**src/rtl/gray_ctrl_pkg.sv**
```systemverilog
// Shared types, command op-codes and the binary-to-gray helper for the gray counter sequencer.
package gray_ctrl_pkg;

    typedef enum logic [1:0] {
        ST_IDLE = 2'b00,
        ST_RUN  = 2'b01,
        ST_HOLD = 2'b10,
        ST_DONE = 2'b11
    } state_t;

    localparam logic [1:0] OP_START = 2'b00;
    localparam logic [1:0] OP_STOP  = 2'b01;
    localparam logic [1:0] OP_LOAD  = 2'b10;
    localparam logic [1:0] OP_CLEAR = 2'b11;

    // Operates on a 32-bit container; callers truncate to their own width.
    function automatic logic [31:0] bin2gray(input logic [31:0] b);
        return b ^ (b >> 1);
    endfunction

endpackage

```
**src/rtl/gray_step_unit.sv**
```systemverilog
// Combinational next-step value of the counter: +1 or -1 modulo 2^N, in binary and gray.
module gray_step_unit
    import gray_ctrl_pkg::*;
#(
    parameter int N = 8
) (
    input  logic [N-1:0] bin,
    input  logic         down,
    output logic [N-1:0] next_bin,
    output logic [N-1:0] next_gray
);

    always_comb begin
        next_bin  = down ? (bin - N'(1)) : (bin + N'(1));
        next_gray = N'(bin2gray(32'(next_bin)));
    end

endmodule

```
**src/rtl/gray_count_ctrl.sv**
```systemverilog
// Command-driven gray-code counter sequencer: FSM, latched run configuration and registered outputs.
//   state | meaning
//   IDLE  | after reset, waiting for a command; LOAD/CLEAR edit the count
//   RUN   | stepping one value per cycle toward the latched limit
//   HOLD  | paused by STOP; count frozen, START resumes with fresh config
//   DONE  | one-shot run reached its limit; count held at limit
module gray_count_ctrl
    import gray_ctrl_pkg::*;
#(
    parameter int N = 8
) (
    input  logic         clk,
    input  logic         reset,
    input  logic         cmd_valid,
    output logic         cmd_ready,
    input  logic [1:0]   cmd_op,
    input  logic [N-1:0] cmd_data,
    input  logic [N-1:0] cfg_limit,
    input  logic         cfg_down,
    input  logic         cfg_oneshot,
    output logic [N-1:0] bin_out,
    output logic [N-1:0] gray_out,
    output logic         tc_pulse,
    output logic         err_pulse,
    output logic         busy
);

    state_t       state_q, state_d;
    logic [N-1:0] bin_q, bin_d;
    logic [N-1:0] gray_q, gray_d;
    logic [N-1:0] limit_q, limit_d;
    logic         down_q, down_d;
    logic         oneshot_q, oneshot_d;
    logic         tc_q, tc_d;
    logic         err_q, err_d;
    logic [N-1:0] step_bin;
    logic [N-1:0] step_gray;

    gray_step_unit #(.N(N)) u_step (
        .bin       (bin_q),
        .down      (down_q),
        .next_bin  (step_bin),
        .next_gray (step_gray)
    );

    always_ff @(posedge clk or posedge reset) begin
        if (reset) begin
            state_q   <= ST_IDLE;
            bin_q     <= '0;
            gray_q    <= '0;
            limit_q   <= '0;
            down_q    <= 1'b0;
            oneshot_q <= 1'b0;
            tc_q      <= 1'b0;
            err_q     <= 1'b0;
        end else begin
            state_q   <= state_d;
            bin_q     <= bin_d;
            gray_q    <= gray_d;
            limit_q   <= limit_d;
            down_q    <= down_d;
            oneshot_q <= oneshot_d;
            tc_q      <= tc_d;
            err_q     <= err_d;
        end
    end

    always_comb begin
        state_d   = state_q;
        bin_d     = bin_q;
        gray_d    = gray_q;
        limit_d   = limit_q;
        down_d    = down_q;
        oneshot_d = oneshot_q;
        tc_d      = 1'b0;
        err_d     = 1'b0;
        case (state_q)
            ST_RUN: begin
                if (cmd_valid && cmd_op == OP_STOP) begin
                    state_d = ST_HOLD;
                end else begin
                    // Any other command while running is rejected but does not stall the count.
                    err_d = cmd_valid;
                    tc_d  = (bin_q == limit_q);
                    if (tc_d && oneshot_q) begin
                        state_d = ST_DONE;
                    end else begin
                        bin_d  = step_bin;
                        gray_d = step_gray;
                    end
                end
            end
            default: begin
                if (cmd_valid) begin
                    case (cmd_op)
                        OP_START: begin
                            limit_d   = cfg_limit;
                            down_d    = cfg_down;
                            oneshot_d = cfg_oneshot;
                            state_d   = ST_RUN;
                        end
                        OP_LOAD: begin
                            bin_d  = cmd_data;
                            gray_d = N'(bin2gray(32'(cmd_data)));
                        end
                        OP_CLEAR: begin
                            bin_d  = '0;
                            gray_d = '0;
                        end
                        default: ;
                    endcase
                end
            end
        endcase
    end

    assign cmd_ready = 1'b1;
    assign bin_out   = bin_q;
    assign gray_out  = gray_q;
    assign tc_pulse  = tc_q;
    assign err_pulse = err_q;
    assign busy      = (state_q == ST_RUN);

endmodule

```
**config.mk**
```make
export PLATFORM = sky130hd
export DESIGN_NAME = gray_count_ctrl
export DESIGN_NICKNAME = d
export VERILOG_FILES = /design/src/rtl/gray_ctrl_pkg.sv /design/src/rtl/gray_step_unit.sv /design/src/rtl/gray_count_ctrl.sv
export SDC_FILE = /design/constraint.sdc
export NUM_CORES = 1
export LEC_CHECK = 0
export BUFFER_PORTS_ARGS = -buffer_cell sky130_fd_sc_hd__buf_4
export CORE_ASPECT_RATIO = 0.75
export CORE_MARGIN = 3
export CORE_UTILIZATION = 55
export DETAILED_ROUTE_END_ITERATION = 10
export PLACE_DENSITY = 0.8
export SLEW_MARGIN = 20
export SYNTH_ARGS = -nofsm -noshare
export SYNTH_HDL_FRONTEND = slang
export SYNTH_SLANG_ARGS = --single-unit
```
**constraint.sdc**
```tcl
create_clock -name clk -period 4.75 [get_ports clk]
set_input_delay 0.95 -clock clk [delete_from_list [all_inputs] [get_ports clk]]
set_output_delay 0.95 -clock clk [all_outputs]
set_load 0.01 [all_outputs]
```
=== After elaboration in Yosys (flattened, before gate mapping) ===
Index checks and enable logic that the tools add are counted.

* Word-level logic and storage cells: 50
* Bits in registers: 30
* Output and inout bits: 20

* $add $sub $neg: 2
* Multiplexer cells: 20
* Equality and inequality tests: 8
* Reduce and logical (&&, ||, !) cells: 9
* Bitwise logic cells: 3

{| class="wikitable"
|+ Operator list
! cell !! count
|-
| $mux W8 || 9
|-
| $pmux W8 S2 || 2
|-
| $xor A8 B7 Y8 || 2
|-
| $mux W2 || 5
|-
| $add A8 B1 Y8 const B || 1
|-
| $eq A8 B8 Y1 || 1
|-
| $sub A8 B1 Y8 const B || 1
|-
| $reduce_and A3 Y1 || 2
|-
| $eq A2 B1 Y1 const B || 2
|-
| $eq A2 B2 Y1 const B || 2
|-
| $mux W1 || 4
|-
| $ne A2 B2 Y1 const B || 2
|-
| $reduce_and A4 Y1 || 1
|-
| $reduce_bool A2 Y1 || 2
|-
| $ne A3 B1 Y1 const B || 1
|-
| $reduce_bool A3 Y1 || 1
|-
| $logic_and A1 B1 Y1 || 2
|-
| $logic_not A2 Y1 || 1
|-
| $not A1 Y1 || 1
|}

=== Depth between registers and ports, before layout ===
* Depth in word-level cells: 6
* Mapped depth: 7
* Gate-level depth less buffers: 7

=== By module ===
From an unflattened synthesis, not the netlist that was laid out.

* Cell total of the unflattened synthesis: 162
* Area, all modules: 1930.6 um2

{| class="wikitable"
|+ Modules (own cells, without submodules)
! module !! cells an instance !! instances !! area each (um2)
|-
| gray_count_ctrl || 118 || 1 || 1552.7
|-
| gray_step_unit || 44 || 1 || 377.9
|}

=== Worst setup path before layout ===
No wires, ideal clock.

* Path kind: register to register
* From: reg bin_q[0], in the netlist bin_out[0]
* To: reg gray_q[6], in the netlist gray_out[6]
* Period minus slack after synthesis: 2.147 ns
* Data required time: 4.613 ns
* Setup slack: 2.603 ns
* Path buffers: 0
* Cell stages (with the launch flop): 8
* Arrival time: 2.010 ns
* Cells stage by stage: dfrtp_1 > fa_1 > a21o_1 > a221oi_2 > xnor2_2 > xnor2_1 > xor2_1 > o221ai_1

* Word-level cells in the longest chain between the ends: 6
* Elaborated cells between the ends (all ways): 11
* Those cells by class: 2 x add/sub; 2 x eq/ne; 4 x mux; 1 x bitwise; 2 x reduce/logical

{| class="wikitable"
|+ Ends and longest elaborated chain
! what !! line !! source
|-
| from (decl) || gray_count_ctrl.sv:29 || <nowiki>logic [N-1:0] bin_q, bin_d;</nowiki>
|-
| from (signal assigned) || gray_count_ctrl.sv:58 || <nowiki>bin_q <= bin_d;</nowiki>
|-
| $add A8 B1 Y8 or $sub A8 B1 Y8 (tied branches) || gray_step_unit.sv:14 || <nowiki>next_bin = down ? (bin - N'(1)) : (bin + N'(1));</nowiki>
|-
| $mux W8 || gray_step_unit.sv:14 ||
|-
| $xor A8 B7 Y8 || gray_ctrl_pkg.sv:18 || <nowiki>return b ^ (b >> 1);</nowiki>
|-
| $mux W8 || gray_count_ctrl.sv:85 || <nowiki>if (tc_d && oneshot_q) begin</nowiki>
|-
| $mux W8 || gray_count_ctrl.sv:79 || <nowiki>if (cmd_valid && cmd_op == OP_STOP) begin</nowiki>
|-
| $mux W8 || gray_count_ctrl.sv:77 || <nowiki>case (state_q)</nowiki>
|-
| to (signal assigned) || gray_count_ctrl.sv:59 || <nowiki>gray_q <= gray_d;</nowiki>
|-
| to (decl) || gray_count_ctrl.sv:30 || <nowiki>logic [N-1:0] gray_q, gray_d;</nowiki>
|}

Parallel ways exist; a longest one is shown, timed or not. The select of a mux whose other input is x is not followed.
A chain may end at the register's enable or synchronous reset.

=== Worst setup path in the final report ===
* From: reg down_q
* To: reg gray_q[5], in the netlist gray_out[5]

* Word-level cells in the longest chain between the ends: 5

{| class="wikitable"
|+ Ends and longest elaborated chain
! what !! line !! source
|-
| from (decl) || gray_count_ctrl.sv:32 || <nowiki>logic down_q, down_d;</nowiki>
|-
| from (signal assigned) || gray_count_ctrl.sv:61 || <nowiki>down_q <= down_d;</nowiki>
|-
| $mux W8 || gray_step_unit.sv:14 ||
|-
| $xor A8 B7 Y8 || gray_ctrl_pkg.sv:18 ||
|-
| $mux W8 || gray_count_ctrl.sv:85 ||
|-
| $mux W8 || gray_count_ctrl.sv:79 ||
|-
| $mux W8 || gray_count_ctrl.sv:77 ||
|}

Every way passes these cells. The select of a mux whose other input is x is not followed.

==> metrics.cfg <==
[die]
ios=43
num_rows=17
die_w_um=71.6
die_area_sq_mm=0.00395
fp.dieH_um=55.2
start_util=0.587
coreArea_sq_mm=0.00302

[worst_setup_path]
critPathLaunchType=register
crit_path_end_kind=register
worst-path-max-fanout=9
cp.required_ns=4.88
worstPathArrival_ns=2.51
path_class=register to register

[routing]
drt_iter0_drc=123
antenna_left=0
routed_wl_um=4080
drc=0
wl_per_cell_um=15.7
via_per_inst=5.69
firstDrtPassIters=4
vias=1479

[sta]
slew_headroom=0.267
finalHoldViolCount=0
tns_ns=0
fin_crit_ns=2.38
worstMarginPinSlew_ns=1.10
slew_violations=0
setup_viol=0
fmax_mhz=421
rsz0062_at_grt=no
fin_skew_ns=0.00737
period_share=0.500
setup_slack_ns=2.37

[yosys]
synth.distinct_cells=37
yosys_warnings=0
syn_avg_cell_area_sq_um=9.80
synth_top_family_by_area=compound AO/OA/AOI/OAI gates
syn_nets=211
synth_seq_cells=29
seq_area_frac_synth=0.409
synth-compound-area-share=0.180
syn_area_sq_mm=0.00177
synthXorXnorAreaFrac=0.142
synth_fa_ha_area_frac=0.0536
synth_cells=181
synthMuxAreaShare=0.0635
synthSimpleGateAreaFrac=0.111

[power_and_ir_drop]
power.share.sequential=0.254
p_sw_frac=0.436
power.density_mw_per_mm2=852
p_sw_uw=822
p_leak_nw=1.04
p_clk_frac=0.140
p_comb_frac=0.606
p_int_mw=1.07
peakVddDrop_mv=0.497

[finish]
register_area_sq_um=726
fin_nets=251
final_common_cell=buf_4
antennaDiodeCount=0
final_cell_mix=buf_4, dfrtp_1, xor2_1
drive_above_1_share=0.293
fillers=216
syn_to_final_growth_pct=24.9
multiInputGateArea_sq_um=992

[cts]
insertion_delay_ns=0.28
numCtsBuffers=5
hold_buffers=0
clkSinkCount=29
cts_tree=yes
clock-root-buffer=clkbuf_8
cts_buffer_depth=2
cts_resized=0
htreeDepth=2
cts_setup_buffers=0
clk_pin_slew_ns=0.06

[placed_design]
gp_congestion=0.759
place_ws_ns=2.22
port_buffers=41
place_hpwl_um=3020

[flow_run]
cap_violations=0

[global_route]
grt_pass1_wl_um=6470
grt_max_degree=32
overflow=0
antenna_found_initial=0
grt_pass1_vias=1394
grtUsageTotal=0.221

[outcome]
status=finished clean

[min_path]
min_path_type=register to register

## cells in the mapped netlist
cell,n,share of area
nor2b_1,1,0.0035
xor2_1,21,0.10
a31oi_1,2,0.0071
a21o_1,4,0.017
a21oi_1,20,0.056
nor3_1,1,0.0028
inv_1,6,0.013
and3_1,2,0.0071
a211oi_2,1,0.0071
a221oi_2,1,0.0085
xnor2_2,1,0.0092
ha_1,6,0.042
nor4_1,1,0.0035
inv_2,1,0.0021
or3b_2,1,0.0049
buf_4,2,0.0085
nor3b_1,1,0.0042
clkbuf_1,3,0.0063
o21ai_0,3,0.0085
mux2_2,10,0.063
nand2b_1,3,0.011
buf_2,3,0.0085
conb_1,1,0.0021
xnor2_1,6,0.030
nand4_1,1,0.0035
nor2_1,18,0.038
nand3_1,5,0.014
o221ai_1,1,0.0049
nand2_1,7,0.015
a21boi_1,1,0.0042
a21boi_0,2,0.0085
fa_1,1,0.011
a22oi_1,11,0.047
dfrtp_1,29,0.41
nand3b_1,1,0.0042
a2111oi_1,1,0.0056
o21ai_1,2,0.0056
## metal layers
layer / vias up / GRT usage / share of wire
met5: - / 0 / 0
met4: 0 / 0.0906 / 0.018
met3: 10 / 0.0614 / 0.064
met2: 51 / 0.377 / 0.49
met1: 700 / 0.271 / 0.43
li1: 718 / - / -
## stage by stage
stage | hold WS, ns | instances | util | total power [mW] | instance area, sq um
detailed placement | 0.507 | 252 | 0.693 | 1.60 | 2090
finish | 0.519 | 260 | 0.734 | 1.89 | 2220
global route | 0.540 | 260 | 0.734 | 2.04 | 2220
CTS | 0.520 | 260 | 0.731 | 1.88 | 2210
global placement | 0.491 | 252 | 0.693 | 1.55 | 2090
floorplan | 0.479 | 181 | - | 1.30 | 1770
## power groups by stage
stage	Sequential (mW)	Combinational (mW)	Clock [mW]
final	0.480	1.14	0.264
after global routing	0.494	1.27	0.283
after CTS	0.479	1.14	0.267
after detailed placement	0.481	1.12	0
after global placement	0.475	1.07	0
after floorplan	0.483	0.815	0
## registers in the layout, summed over array words and instances, names as in the netlist
register / count
err_pulse: 1
tc_pulse: 1
limit_q: 8
down_q: 1
gray_out: 8
bin_out: 7
oneshot_q: 1
state_q: 2
## layout make-up
class | instances | share of cell area
Tap cell | 38 | 0.0215
Inverter | 7 | 0.0119
Multi-Input combinational cell | 137 | 0.448
Clock inverter | 1 | 0.0136
Sequential cell | 29 | 0.327
Clock buffer | 7 | 0.0390
Timing Repair Buffer | 41 | 0.139
## logic make-up (layout without fill, tap and decap cells)
family / count (synthesis) / in the layout
fa+ha+maj: 7 / 7
mux: 10 / 10
buf+inv: 15 / 56
flops: 29 / 29
other cells: 1 / 1
compound gates: 49 / 49
simple gates: 42 / 42
xor+xnor: 28 / 28
## critical path, stage by stage (launching register included)
cell and delay (ns):
dfrtp_1 0.52, ha_1 0.42, a21oi_1 0.15, a2111oi_1 0.53, a211oi_2 0.15, xnor2_1 0.16, a22oi_1 0.20, a21oi_1 0.10
## final timing paths
path / slack, ns / startpoint / endpoint / cells after the start
worst max-delay path: 2.37 / down_q$_DFFE_PP0P_ / gray_out[5]$_DFFE_PP0P_ / 7
worst min register to register: 0.52 / oneshot_q$_DFFE_PP0P_ / oneshot_q$_DFFE_PP0P_ / 1
worst min-delay path: 0.52 / oneshot_q$_DFFE_PP0P_ / oneshot_q$_DFFE_PP0P_ / 1
worst max register to register: 2.37 / down_q$_DFFE_PP0P_ / gray_out[5]$_DFFE_PP0P_ / 7
max in group asynchronous: 3.62 / reset / limit_q[7]$_DFFE_PP0P_ / 2
min in group asynchronous: 0.73 / reset / tc_pulse$_DFF_PP0_ / 2
Note: power is estimated with default switching activity, not from simulation.
